`config.mk`:
```
export PLATFORM = sky130hd
export DESIGN_NAME = exec_control_unit
export DESIGN_NICKNAME = d
export VERILOG_FILES = /design/src/rtl/exec_control_unit.sv
export SDC_FILE = /design/constraint.sdc
export NUM_CORES = 1
export LEC_CHECK = 0
export BUFFER_PORTS_ARGS = -buffer_cell sky130_fd_sc_hd__clkbuf_2
export CELL_PAD_IN_SITES_DETAIL_PLACEMENT = 0
export CELL_PAD_IN_SITES_GLOBAL_PLACEMENT = 1
export CORE_MARGIN = 5
export CORE_UTILIZATION = 25
export DETAILED_ROUTE_END_ITERATION = 12
export PLACE_DENSITY_LB_ADDON = 0.1
export SLEW_MARGIN = 10
export SYNTH_ARGS = -nofsm -noshare
export SYNTH_HDL_FRONTEND = slang
export SYNTH_SLANG_ARGS = --single-unit
```
`constraint.sdc`:
```
create_clock -name clk -period 2.9 [get_ports clk]
set_input_delay 0.58 -clock clk [delete_from_list [all_inputs] [get_ports clk]]
set_output_delay 0.58 -clock clk [all_outputs]
set_load 0.02 [all_outputs]
```
`src/rtl/exec_control_unit.sv`:
```
// Multi-cycle execute/memory/writeback sequencer for the RV32I/RV64I core.
// Every output is registered; memory traffic uses a req/ready handshake bounded by a timeout.
module exec_control_unit #(
  parameter int XLEN        = 32,
  parameter int MEM_TIMEOUT = 16
) (
  input  logic              clk,
  input  logic              rst,
  input  logic              instr_valid,
  output logic              instr_ready,
  input  logic [6:0]        opcode,
  input  logic [2:0]        funct3,
  input  logic [4:0]        rd_addr,
  input  logic [XLEN-1:0]   pc,
  input  logic [XLEN-1:0]   rs1,
  input  logic [XLEN-1:0]   rs2,
  input  logic [XLEN-1:0]   imm,
  input  logic [XLEN-1:0]   alu_result,
  output logic              mem_req,
  output logic              mem_we,
  output logic [XLEN-1:0]   mem_addr,
  output logic [XLEN-1:0]   mem_wdata,
  output logic [XLEN/8-1:0] mem_be,
  input  logic [XLEN-1:0]   mem_rdata,
  input  logic              mem_ready,
  output logic              wb_we,
  output logic [4:0]        wb_rd,
  output logic [XLEN-1:0]   wb_data,
  output logic              jump_en,
  output logic [XLEN-1:0]   jump_target,
  output logic              done,
  output logic              exc_misaligned,
  output logic              exc_illegal,
  output logic              exc_bus
);

  localparam int NB = XLEN / 8;
  localparam int OW = $clog2(NB);
  localparam int CW = $clog2(MEM_TIMEOUT + 1);

  localparam logic [6:0] OPC_OP     = 7'b0110011;
  localparam logic [6:0] OPC_OPIMM  = 7'b0010011;
  localparam logic [6:0] OPC_LUI    = 7'b0110111;
  localparam logic [6:0] OPC_AUIPC  = 7'b0010111;
  localparam logic [6:0] OPC_JAL    = 7'b1101111;
  localparam logic [6:0] OPC_JALR   = 7'b1100111;
  localparam logic [6:0] OPC_BRANCH = 7'b1100011;
  localparam logic [6:0] OPC_LOAD   = 7'b0000011;
  localparam logic [6:0] OPC_STORE  = 7'b0100011;

  typedef enum logic [1:0] {IDLE, EXEC, MEM, WB} state_t;

  state_t            state_q, state_d;
  logic [6:0]        op_q;
  logic [2:0]        f3_q;
  logic [4:0]        rd_q;
  logic [XLEN-1:0]   pc_q, rs1_q, rs2_q, imm_q;
  logic [CW-1:0]     cnt_q, cnt_d;

  logic              instr_ready_d, mem_req_d, mem_we_d, wb_we_d, jump_en_d, done_d;
  logic              exc_mis_d, exc_ill_d, exc_bus_d;
  logic [XLEN-1:0]   mem_addr_d, mem_wdata_d, wb_data_d, jump_target_d;
  logic [NB-1:0]     mem_be_d;
  logic [4:0]        wb_rd_d;

  logic [XLEN-1:0]   ea, pc4, ex_result, ex_target, wdata, shifted, load_data;
  logic [NB-1:0]     size_mask, be;
  logic [2:0]        align_mask;
  logic              addr_mis, ex_jump, ex_write, ex_mis, ex_ill, ex_mem;

  assign ea  = rs1_q + imm_q;
  assign pc4 = pc_q + XLEN'(4);

  // Access-size derived lane mask, alignment mask and replicated store data.
  always_comb begin
    size_mask  = '1;
    align_mask = 3'b111;
    wdata      = rs2_q;
    unique case (f3_q[1:0])
      2'd0: begin
        size_mask  = NB'(1);
        align_mask = 3'b000;
        for (int i = 0; i < NB; i++) wdata[8*i +: 8] = rs2_q[7:0];
      end
      2'd1: begin
        size_mask  = NB'(3);
        align_mask = 3'b001;
        for (int i = 0; i < NB/2; i++) wdata[16*i +: 16] = rs2_q[15:0];
      end
      2'd2: begin
        size_mask  = NB'(15);
        align_mask = 3'b011;
        for (int i = 0; i < NB/4; i++) wdata[32*i +: 32] = rs2_q[31:0];
      end
      default: ;
    endcase
  end

  assign addr_mis = |(ea[2:0] & align_mask);
  assign be       = size_mask << ea[OW-1:0];
  assign shifted  = mem_rdata >> {mem_addr[OW-1:0], 3'b000};

  always_comb begin
    load_data = shifted;
    unique case (f3_q[1:0])
      2'd0: load_data = f3_q[2] ? XLEN'(shifted[7:0])  : XLEN'($signed(shifted[7:0]));
      2'd1: load_data = f3_q[2] ? XLEN'(shifted[15:0]) : XLEN'($signed(shifted[15:0]));
      2'd2: load_data = f3_q[2] ? XLEN'(shifted[31:0]) : XLEN'($signed(shifted[31:0]));
      default: ;
    endcase
  end

  // Opcode decode for the EXEC cycle; exceptions suppress both the jump and the write.
  always_comb begin
    ex_result = '0;
    ex_target = '0;
    ex_jump   = 1'b0;
    ex_write  = 1'b0;
    ex_mis    = 1'b0;
    ex_ill    = 1'b0;
    ex_mem    = 1'b0;
    unique case (op_q)
      OPC_OP, OPC_OPIMM: begin
        ex_result = alu_result;
        ex_write  = 1'b1;
      end
      OPC_LUI: begin
        ex_result = imm_q;
        ex_write  = 1'b1;
      end
      OPC_AUIPC: begin
        ex_result = pc_q + imm_q;
        ex_write  = 1'b1;
      end
      OPC_JAL: begin
        ex_target = pc_q + imm_q;
        ex_result = pc4;
        ex_write  = 1'b1;
        ex_jump   = 1'b1;
        ex_mis    = ex_target[1];
      end
      OPC_JALR: begin
        ex_target = {ea[XLEN-1:1], 1'b0};
        ex_result = pc4;
        ex_ill    = (f3_q != 3'b000);
        ex_write  = 1'b1;
        ex_jump   = 1'b1;
        ex_mis    = ex_target[1];
      end
      OPC_BRANCH: begin
        ex_target = pc_q + imm_q;
        unique case (f3_q)
          3'b000:  ex_jump = (rs1_q == rs2_q);
          3'b001:  ex_jump = (rs1_q != rs2_q);
          3'b100:  ex_jump = ($signed(rs1_q) <  $signed(rs2_q));
          3'b101:  ex_jump = ($signed(rs1_q) >= $signed(rs2_q));
          3'b110:  ex_jump = (rs1_q <  rs2_q);
          3'b111:  ex_jump = (rs1_q >= rs2_q);
          default: ex_ill  = 1'b1;
        endcase
        ex_mis = ex_jump & ex_target[1];
      end
      OPC_LOAD: begin
        ex_ill = (f3_q == 3'b111) ||
                 ((XLEN != 64) && ((f3_q == 3'b011) || (f3_q == 3'b110)));
        ex_mis = ~ex_ill & addr_mis;
        ex_mem = ~ex_ill & ~addr_mis;
      end
      OPC_STORE: begin
        ex_ill = f3_q[2] || ((XLEN != 64) && (f3_q[1:0] == 2'b11));
        ex_mis = ~ex_ill & addr_mis;
        ex_mem = ~ex_ill & ~addr_mis;
      end
      default: ex_ill = 1'b1;
    endcase
    if (ex_mis || ex_ill) begin
      ex_jump  = 1'b0;
      ex_write = 1'b0;
    end
  end

  always_ff @(posedge clk or negedge rst) begin
    if (!rst) state_q <= IDLE;
    else      state_q <= state_d;
  end

  // Next state plus the value every registered output takes on the coming edge.
  always_comb begin
    state_d       = state_q;
    cnt_d         = '0;
    instr_ready_d = 1'b0;
    mem_req_d     = 1'b0;
    mem_we_d      = 1'b0;
    mem_addr_d    = '0;
    mem_wdata_d   = '0;
    mem_be_d      = '0;
    wb_we_d       = 1'b0;
    wb_rd_d       = '0;
    wb_data_d     = '0;
    jump_en_d     = 1'b0;
    jump_target_d = '0;
    done_d        = 1'b0;
    exc_mis_d     = 1'b0;
    exc_ill_d     = 1'b0;
    exc_bus_d     = 1'b0;
    unique case (state_q)
      IDLE: begin
        instr_ready_d = ~instr_valid;
        if (instr_valid) state_d = EXEC;
      end
      EXEC: begin
        if (ex_mem) begin
          state_d     = MEM;
          mem_req_d   = 1'b1;
          mem_we_d    = (op_q == OPC_STORE);
          mem_addr_d  = ea;
          mem_be_d    = be;
          mem_wdata_d = (op_q == OPC_STORE) ? wdata : '0;
        end else begin
          state_d       = WB;
          done_d        = 1'b1;
          wb_we_d       = ex_write && (rd_q != 5'd0);
          wb_rd_d       = rd_q;
          wb_data_d     = ex_result;
          jump_en_d     = ex_jump;
          jump_target_d = ex_target;
          exc_mis_d     = ex_mis;
          exc_ill_d     = ex_ill;
        end
      end
      MEM: begin
        if (mem_ready) begin
          state_d = WB;
          done_d  = 1'b1;
          wb_rd_d = rd_q;
          if (!mem_we) begin
            wb_we_d   = (rd_q != 5'd0);
            wb_data_d = load_data;
          end
        end else if (cnt_q == CW'(MEM_TIMEOUT - 1)) begin
          state_d   = WB;
          done_d    = 1'b1;
          wb_rd_d   = rd_q;
          exc_bus_d = 1'b1;
        end else begin
          cnt_d       = cnt_q + CW'(1);
          mem_req_d   = 1'b1;
          mem_we_d    = mem_we;
          mem_addr_d  = mem_addr;
          mem_wdata_d = mem_wdata;
          mem_be_d    = mem_be;
        end
      end
      WB: begin
        state_d       = IDLE;
        instr_ready_d = 1'b1;
      end
      default: state_d = IDLE;
    endcase
  end

  always_ff @(posedge clk or negedge rst) begin
    if (!rst) begin
      op_q  <= '0;
      f3_q  <= '0;
      rd_q  <= '0;
      pc_q  <= '0;
      rs1_q <= '0;
      rs2_q <= '0;
      imm_q <= '0;
    end else if (state_q == IDLE && instr_valid) begin
      op_q  <= opcode;
      f3_q  <= funct3;
      rd_q  <= rd_addr;
      pc_q  <= pc;
      rs1_q <= rs1;
      rs2_q <= rs2;
      imm_q <= imm;
    end
  end

  always_ff @(posedge clk or negedge rst) begin
    if (!rst) begin
      cnt_q          <= '0;
      instr_ready    <= 1'b1;
      mem_req        <= 1'b0;
      mem_we         <= 1'b0;
      mem_addr       <= '0;
      mem_wdata      <= '0;
      mem_be         <= '0;
      wb_we          <= 1'b0;
      wb_rd          <= '0;
      wb_data        <= '0;
      jump_en        <= 1'b0;
      jump_target    <= '0;
      done           <= 1'b0;
      exc_misaligned <= 1'b0;
      exc_illegal    <= 1'b0;
      exc_bus        <= 1'b0;
    end else begin
      cnt_q          <= cnt_d;
      instr_ready    <= instr_ready_d;
      mem_req        <= mem_req_d;
      mem_we         <= mem_we_d;
      mem_addr       <= mem_addr_d;
      mem_wdata      <= mem_wdata_d;
      mem_be         <= mem_be_d;
      wb_we          <= wb_we_d;
      wb_rd          <= wb_rd_d;
      wb_data        <= wb_data_d;
      jump_en        <= jump_en_d;
      jump_target    <= jump_target_d;
      done           <= done_d;
      exc_misaligned <= exc_mis_d;
      exc_illegal    <= exc_ill_d;
      exc_bus        <= exc_bus_d;
    end
  end

endmodule

```
# After elaboration in Yosys (flattened, before gate mapping)
# Index checks and enable logic that the tools add are counted.
[classes]
n_addsub = 4
n_lt_le_gt_ge = 4
n_eq_ne = 26
shift = 2
muxes = 72
n_bitwise = 10
n_reduce_logical = 19
[op_table]
columns = ["operator", "n"]
rows = [
  ["two-way mux 32 bit", 12],
  ["one-hot mux 32 bit (2 select lines)", 6],
  ["one-hot mux 32 bit (4 select lines)", 1],
  ["adder 32 bit", 2],
  [">= comparator 32 bit", 2],
  ["less-than comparator 32 bit", 2],
  ["adder 32 x 3 -> 32 bit (second input constant)", 1],
  ["equality test 32 bit", 1],
  ["inequality test 32 bit", 1],
  ["right shift 32 x 5 -> 32 bit", 1],
  ["two-way mux 5 bit", 6],
  ["two-way mux 1 bit", 26],
  ["equality test 7 x 6 -> 1 bit (second input constant)", 3],
  ["equality test 7 bit (second input constant)", 3],
  ["one-hot mux 4 bit (2 select lines)", 2],
  ["equality test 7 x 5 -> 1 bit (second input constant)", 2],
  ["one-hot mux 1 bit (2 select lines)", 7],
  ["equality test 3 bit (second input constant)", 4],
  ["two-way mux 4 bit", 3],
  ["OR reduction 6 bit", 2],
  ["one-hot mux 1 bit (5 select lines)", 2],
  ["one-hot mux 5 bit (2 select lines)", 1],
  ["one-hot mux 3 bit (3 select lines)", 1],
  ["equality test 2 bit (second input constant)", 4],
  ["other kinds (25)", 42],
]
[totals]
regBits = 296
input_bits = 211
out_inout_bits = 146
elab_cells = 161

# Depth between registers and ports, before layout
[depth]
word_depth = 11
ltp_mapped = 13
depth_no_buf = 13

# Worst setup path after synthesis
# OpenSTA, ideal clock, no wires.
[synth_path]
path_kind = "reg-to-reg"
start = "reg imm_q[0]"
end = "reg mem_addr[30]"
setup_ps = 95
arrival_ps = 2912
setup_slack_ps = -107
stages_incl_launch_ff = 14
synth_period_minus_slack_ps = 3007
cell_sequence = "dfrtp_1 ha_1 fa_1 a21o_1 a221oi_1 a211oi_1 o21ai_1 a31oi_1 nand3_1 nand2_1 a31oi_1 o21ai_1 xnor2_1 o31ai_1"
[synth_via]
elab_chain_len = 8
word_cells_on_any_way = 9
cone_classes = "add/sub (1); mux (3); bitwise (4); reduce/logical (1)"
[synth_rtl]
columns = ["element", "line_no", "text"]
rows = [
  ["from (decl)", "57", "logic [XLEN-1:0] pc_q, rs1_q, rs2_q, imm_q;"],
  ["from (signal assigned)", "278", "imm_q <= imm;"],
  ["adder 32 bit (*)", "71", "assign ea = rs1_q + imm_q;"],
  ["AND 3 bit", "99", "assign addr_mis = |(ea[2:0] & align_mask);"],
  ["OR reduction 3 bit", "99", ""],
  ["NOT 1 bit", "167, 172", ""],
  ["AND 1 bit, on equally long branches", "172, 167", ""],
  ["one-hot mux 1 bit (2 select lines)", "122", "unique case (op_q)"],
  ["two-way mux 32 bit (*)", "212", "if (ex_mem) begin"],
  ["one-hot mux 32 bit (2 select lines) (*)", "206", "unique case (state_q)"],
  ["to (signal assigned)", "305", "mem_addr <= mem_addr_d;"],
  ["to (decl)", "21", "output logic [XLEN-1:0] mem_addr,"],
]
# Mark *: on every way between the ends. The rest lies on a longest branch, timed or not.
# A chain may end at the register's enable or synchronous reset.

# Final worst setup path
[layout_path]
start = "reg imm_q[0]"
end = "reg jump_target[28]"
[layout_via]
elab_chain_len = 8
word_cells_on_any_way = 11
cone_classes = "add/sub (2); mux (4); bitwise (4); reduce/logical (1)"
[layout_rtl]
columns = ["element", "line_no", "text"]
rows = [
  ["adder 32 bit", "71", ""],
  ["AND 3 bit", "99", ""],
  ["OR reduction 3 bit", "99", ""],
  ["NOT 1 bit", "167, 172", ""],
  ["AND 1 bit, on equally long branches", "172, 167", ""],
  ["one-hot mux 1 bit (2 select lines)", "122", ""],
  ["two-way mux 32 bit (*)", "212", ""],
  ["two-way mux 32 bit (*)", "206", ""],
  ["named net jump_target_d[28]", "62", "logic [XLEN-1:0] mem_addr_d, mem_wdata_d, wb_data_d, jump_target_d;"],
  ["to (signal assigned)", "312", "jump_target <= jump_target_d;"],
  ["to (decl)", "30", "output logic [XLEN-1:0] jump_target,"],
]
# Mark *: on every way through the listed nets, which the timed path passes. The rest lies on a longest branch.

==> results.sh <==
export IMPL_rsz0062_at_grt="yes"
export IMPL_max_cap_violations=0
export IMPL_period_share=1.032
export IMPL_ys_flop_type="dfrtp_1"
export IMPL_slew_viol_final=0
export IMPL_via_per_inst=4.870
export IMPL_whs_ns=-0.009900
export IMPL_dp_hpwl_mm=59.44
export IMPL_gr_usage_met3=0.03722
export IMPL_period_needed_ns=2.993
export IMPL_stdcell_count=3211
export IMPL_power_frac_comb=0.644
export IMPL_dpl_cell_area_um2=21720
export IMPL_worstSetupPathType="reg -> reg"
export IMPL_met2_usage=0.3420
export IMPL_dpl_cell_count=3097
export IMPL_pwr_share_seq=0.201
export IMPL_cts_sinks=296
export IMPL_clkPwrFrac=0.155
export IMPL_core_area_um2=67160
export IMPL_drt_first_pass_iters=8
export IMPL_r2r_setup_slack_ns=-0.09
export IMPL_crit_required_ns=3.34
export IMPL_syn_avg_cell_area_um2=10.06
export IMPL_vias=15640
export IMPL_intPower_mw=18.66
export IMPL_fp_dieW_um=270.3
export IMPL_busiest_layer="met2"
export IMPL_grt_start_max_net_pins=70
export IMPL_max_freq_mhz=334.1
export IMPL_ir_drop_mv=0.4116
export IMPL_synthCells=1683
export IMPL_startpoint_type="register"
export IMPL_dieArea_um2=73060
export IMPL_gp_congestion=0.8617
export IMPL_htreeDepth=2
export IMPL_clk_pin_slew_ns=0.06
export IMPL_drive_gt1_frac=0.4822
export IMPL_fin_area_um2=25210
export IMPL_start_util=0.2522
export IMPL_wirelength_mm=77.02
export IMPL_net_switching_power_mw=14.45
export IMPL_drc=0
export IMPL_setup_viol=57
export IMPL_cts_max_path_buffers=3
export IMPL_synth_edf_count=0
export IMPL_grt_ovfl_total=0
export IMPL_antenna_found_initial=6
export IMPL_async_flop_share=1.000
export IMPL_worstPathMaxFanout=3
export IMPL_root_buffer="clkbuf_16"
export IMPL_fp_dieH_um=270.3
export IMPL_r2r_start="imm_q[0]$_DFFE_PN0P_"
export IMPL_io_pins=357
export IMPL_violations="negative hold slack, negative setup slack"
export IMPL_switching_share=0.4364
export IMPL_fin_ws_ns=-0.09330
export IMPL_netlist_area_um2=16940
export IMPL_r2r_end="jump_target[28]$_DFF_PN0_"
export IMPL_synth_nets=1997
export IMPL_nNetsFinal=2627
export IMPL_clk_latency_ns=0.57
export IMPL_track_usage=0.2017
export IMPL_area_delta_synth_final_pct=48.80
export IMPL_grt_pass1_wl_mm=111.6
export IMPL_cts_tree="yes"
export IMPL_synth_ff_latch_count=296
export IMPL_hp_class="in -> async"
export IMPL_cp_arrival_ns=3.43
export IMPL_hold_viol=2
export IMPL_grt_pass1_vias=16640
export IMPL_yosysWarningCount=0
export IMPL_end_kind="register"
export IMPL_wl_per_cell_um=23.99
export IMPL_leakagePower_nw=11.86
export IMPL_drtIter0Drc=886
export IMPL_grt_util_met1=0.2693
export IMPL_skew_ns=0.02420
export IMPL_cts_buffers=40
export IMPL_rows=95
export IMPL_outcome="complete, but fails checks"
export IMPL_ys_seq_area_frac=0.4374
export IMPL_detail_route_antenna_nets=0
export IMPL_power_density_nw_per_um2=1313
export IMPL_slew_headroom=0.3570
export IMPL_worst_slew_pin_slew_ns=0.9580
export IMPL_total_power_mw=33.10
export IMPL_numPortBuffers=356
export IMPL_yosysUniqueCellTypes=70
export IMPL_worstRegToRegCells=14
-- sequential cells by signal, summed over array words and instances (netlist names), 2 cells and up --
signal	cells
mem_be	4
rs1_q	32
pc_q	32
imm_q	32
cnt_q	5
mem_wdata	32
rs2_q	32
state_q	2
jump_target	32
rd_q	5
wb_data	32
f3_q	3
mem_addr	32
op_q	7
wb_rd	5
-- repair_timing --
| item | CTS | global route |
|---|---|---|
| hold buffers | 0 | 0 |
| pin swaps | 76 | 104 |
| setup buffers | 22 | 30 |
| endpoints found under the setup margin | 119 | 128 |
| gates resized for setup | 118 | 235 |
| endpoints found under the hold margin | 0 | 0 |
| cloned | 3 | 5 |
-- power groups by stage --
stage / clock network, mW / logic [mW] / registers [mW]
after floorplan: 0 / 9.64 / 6.36
after global placement: 0 / 17.3 / 6.66
after detailed placement: 0 / 17.3 / 6.67
after CTS: 5.30 / 18.9 / 6.64
after global routing: 5.45 / 23.1 / 6.83
final: 5.12 / 21.3 / 6.66
-- critical path, stage by stage, from the launching register on --
cell and delay [ns]:
dfrtp_2 0.44, buf_6 0.13, ha_4 0.15, fa_2 0.34
a21o_1 0.20, a221oi_4 0.30, a211oi_4 0.13, o21ai_2 0.22
a31oi_4 0.15, nand3_2 0.11, nand2_2 0.07, a31oi_4 0.17
buf_4 0.15, xnor2_2 0.10, a22o_1 0.21
-- metrics by stage --
step | hold WS, ns | setup TNS [ns] | worst slack [ns] | util
global route | 0.03681 | -12.61 | -0.2041 | 0.3753
global placement | 0.4470 | -19.37 | -0.4778 | 0.3234
CTS | 0.02549 | -1.432 | -0.1524 | 0.3552
detailed placement | 0.4507 | -23.50 | -0.5158 | 0.3234
finish | -0.009900 | -2.701 | -0.09330 | 0.3753
floorplan | 0.2844 | 0 | 0.003963 | -
-- worst max path at each step --
stage,start,end,slack [ns]
final,imm_q[0]$_DFFE_PN0P_,jump_target[28]$_DFF_PN0_,-0.09
after global routing,imm_q[0]$_DFFE_PN0P_,jump_target[30]$_DFF_PN0_,-0.20
after CTS,imm_q[0]$_DFFE_PN0P_,mem_addr[30]$_DFFE_PN0N_,-0.15
after detailed placement,imm_q[0]$_DFFE_PN0P_,mem_addr[30]$_DFFE_PN0N_,-0.52
after global placement,imm_q[0]$_DFFE_PN0P_,mem_addr[30]$_DFFE_PN0N_,-0.48
after floorplan,rs1_q[9]$_DFFE_PN0P_,jump_en$_DFF_PN0_,0.004
-- cells in the final DEF (no fill, tap or decap), types with 11 or more instances in the layout --
cell and instances:
buf_12 15, nand3_1 26, inv_1 52, xnor2_1 42, dfrtp_2 12, mux2_2 143
and3_1 16, and2_1 12, ha_4 16, nand4_1 18, xor2_1 28, o21ai_0 52
dfrtp_1 283, o22ai_1 11, o21ai_2 48, buf_6 36, a21oi_1 85, ha_1 83
a22o_1 19, xnor2_2 11, mux2i_1 45, a21o_1 35, a21oi_2 29, nor2b_1 24
nor2_4 20, a222oi_1 18, clkbuf_16 45, nor2_1 69, o21ai_1 32, buf_4 253
a22oi_1 18, clkbuf_2 355, nand2_1 147
-- final cells by class --
type / instances / area, µm²
repair buffers: 666 / 4554
clock inverters: 12 / 180.2
multi-input cells: 1253 / 10580
diodes: 1 / 2.502
clock buffers: 54 / 1156
well taps: 873 / 1092
inverters: 56 / 212.7
fillers: 6847 / 41950
flip-flops and latches: 296 / 7423
-- kinds of logic (layout without fill, tap and decap cells) --
| family | count (synthesis) | count (layout) | share of synthesized area |
|---|---|---|---|
| compound gates | 459 | 459 | 0.1740 |
| simple gates | 409 | 411 | 0.1120 |
| flops | 296 | 296 | 0.4374 |
| xor+xnor | 90 | 90 | 0.04654 |
| fa+ha+maj | 104 | 104 | 0.07756 |
| buf+inv | 136 | 788 | 0.03029 |
| mux | 189 | 189 | 0.1223 |
| other cells | 0 | 1 | 0 |
-- routing by layer --
| layer | routed length [µm] | part of all wire | up-vias |
|---|---|---|---|
| met5 | 32 | 0.00042 | - |
| met4 | 1687 | 0.022 | 6 |
| met3 | 3798 | 0.049 | 95 |
| met2 | 37190 | 0.48 | 404 |
| met1 | 34320 | 0.45 | 7743 |
| li1 | - | - | 7388 |
-- cell usage after synthesis (13+ instances only) --
master / count / share of area
dfrtp_1: 295 / 0.44
nand2_1: 159 / 0.035
mux2_2: 143 / 0.095
a21oi_1: 116 / 0.034
ha_1: 101 / 0.075
nor2_1: 95 / 0.021
o21ai_1: 72 / 0.021
clkbuf_1: 69 / 0.015
o21ai_0: 64 / 0.019
inv_1: 54 / 0.012
xnor2_1: 54 / 0.028
mux2i_1: 45 / 0.027
a21o_1: 36 / 0.016
xor2_1: 36 / 0.019
nand3_1: 35 / 0.010
nor2b_1: 26 / 0.0096
a22oi_1: 23 / 0.010
a22o_1: 19 / 0.0098
a222oi_1: 18 / 0.011
and2_1: 18 / 0.0066
nand4_1: 18 / 0.0066
and3_1: 16 / 0.0059
o22ai_1: 16 / 0.0059
a211oi_1: 13 / 0.0058
No activity file was read; power rests on OpenSTA's default activity.
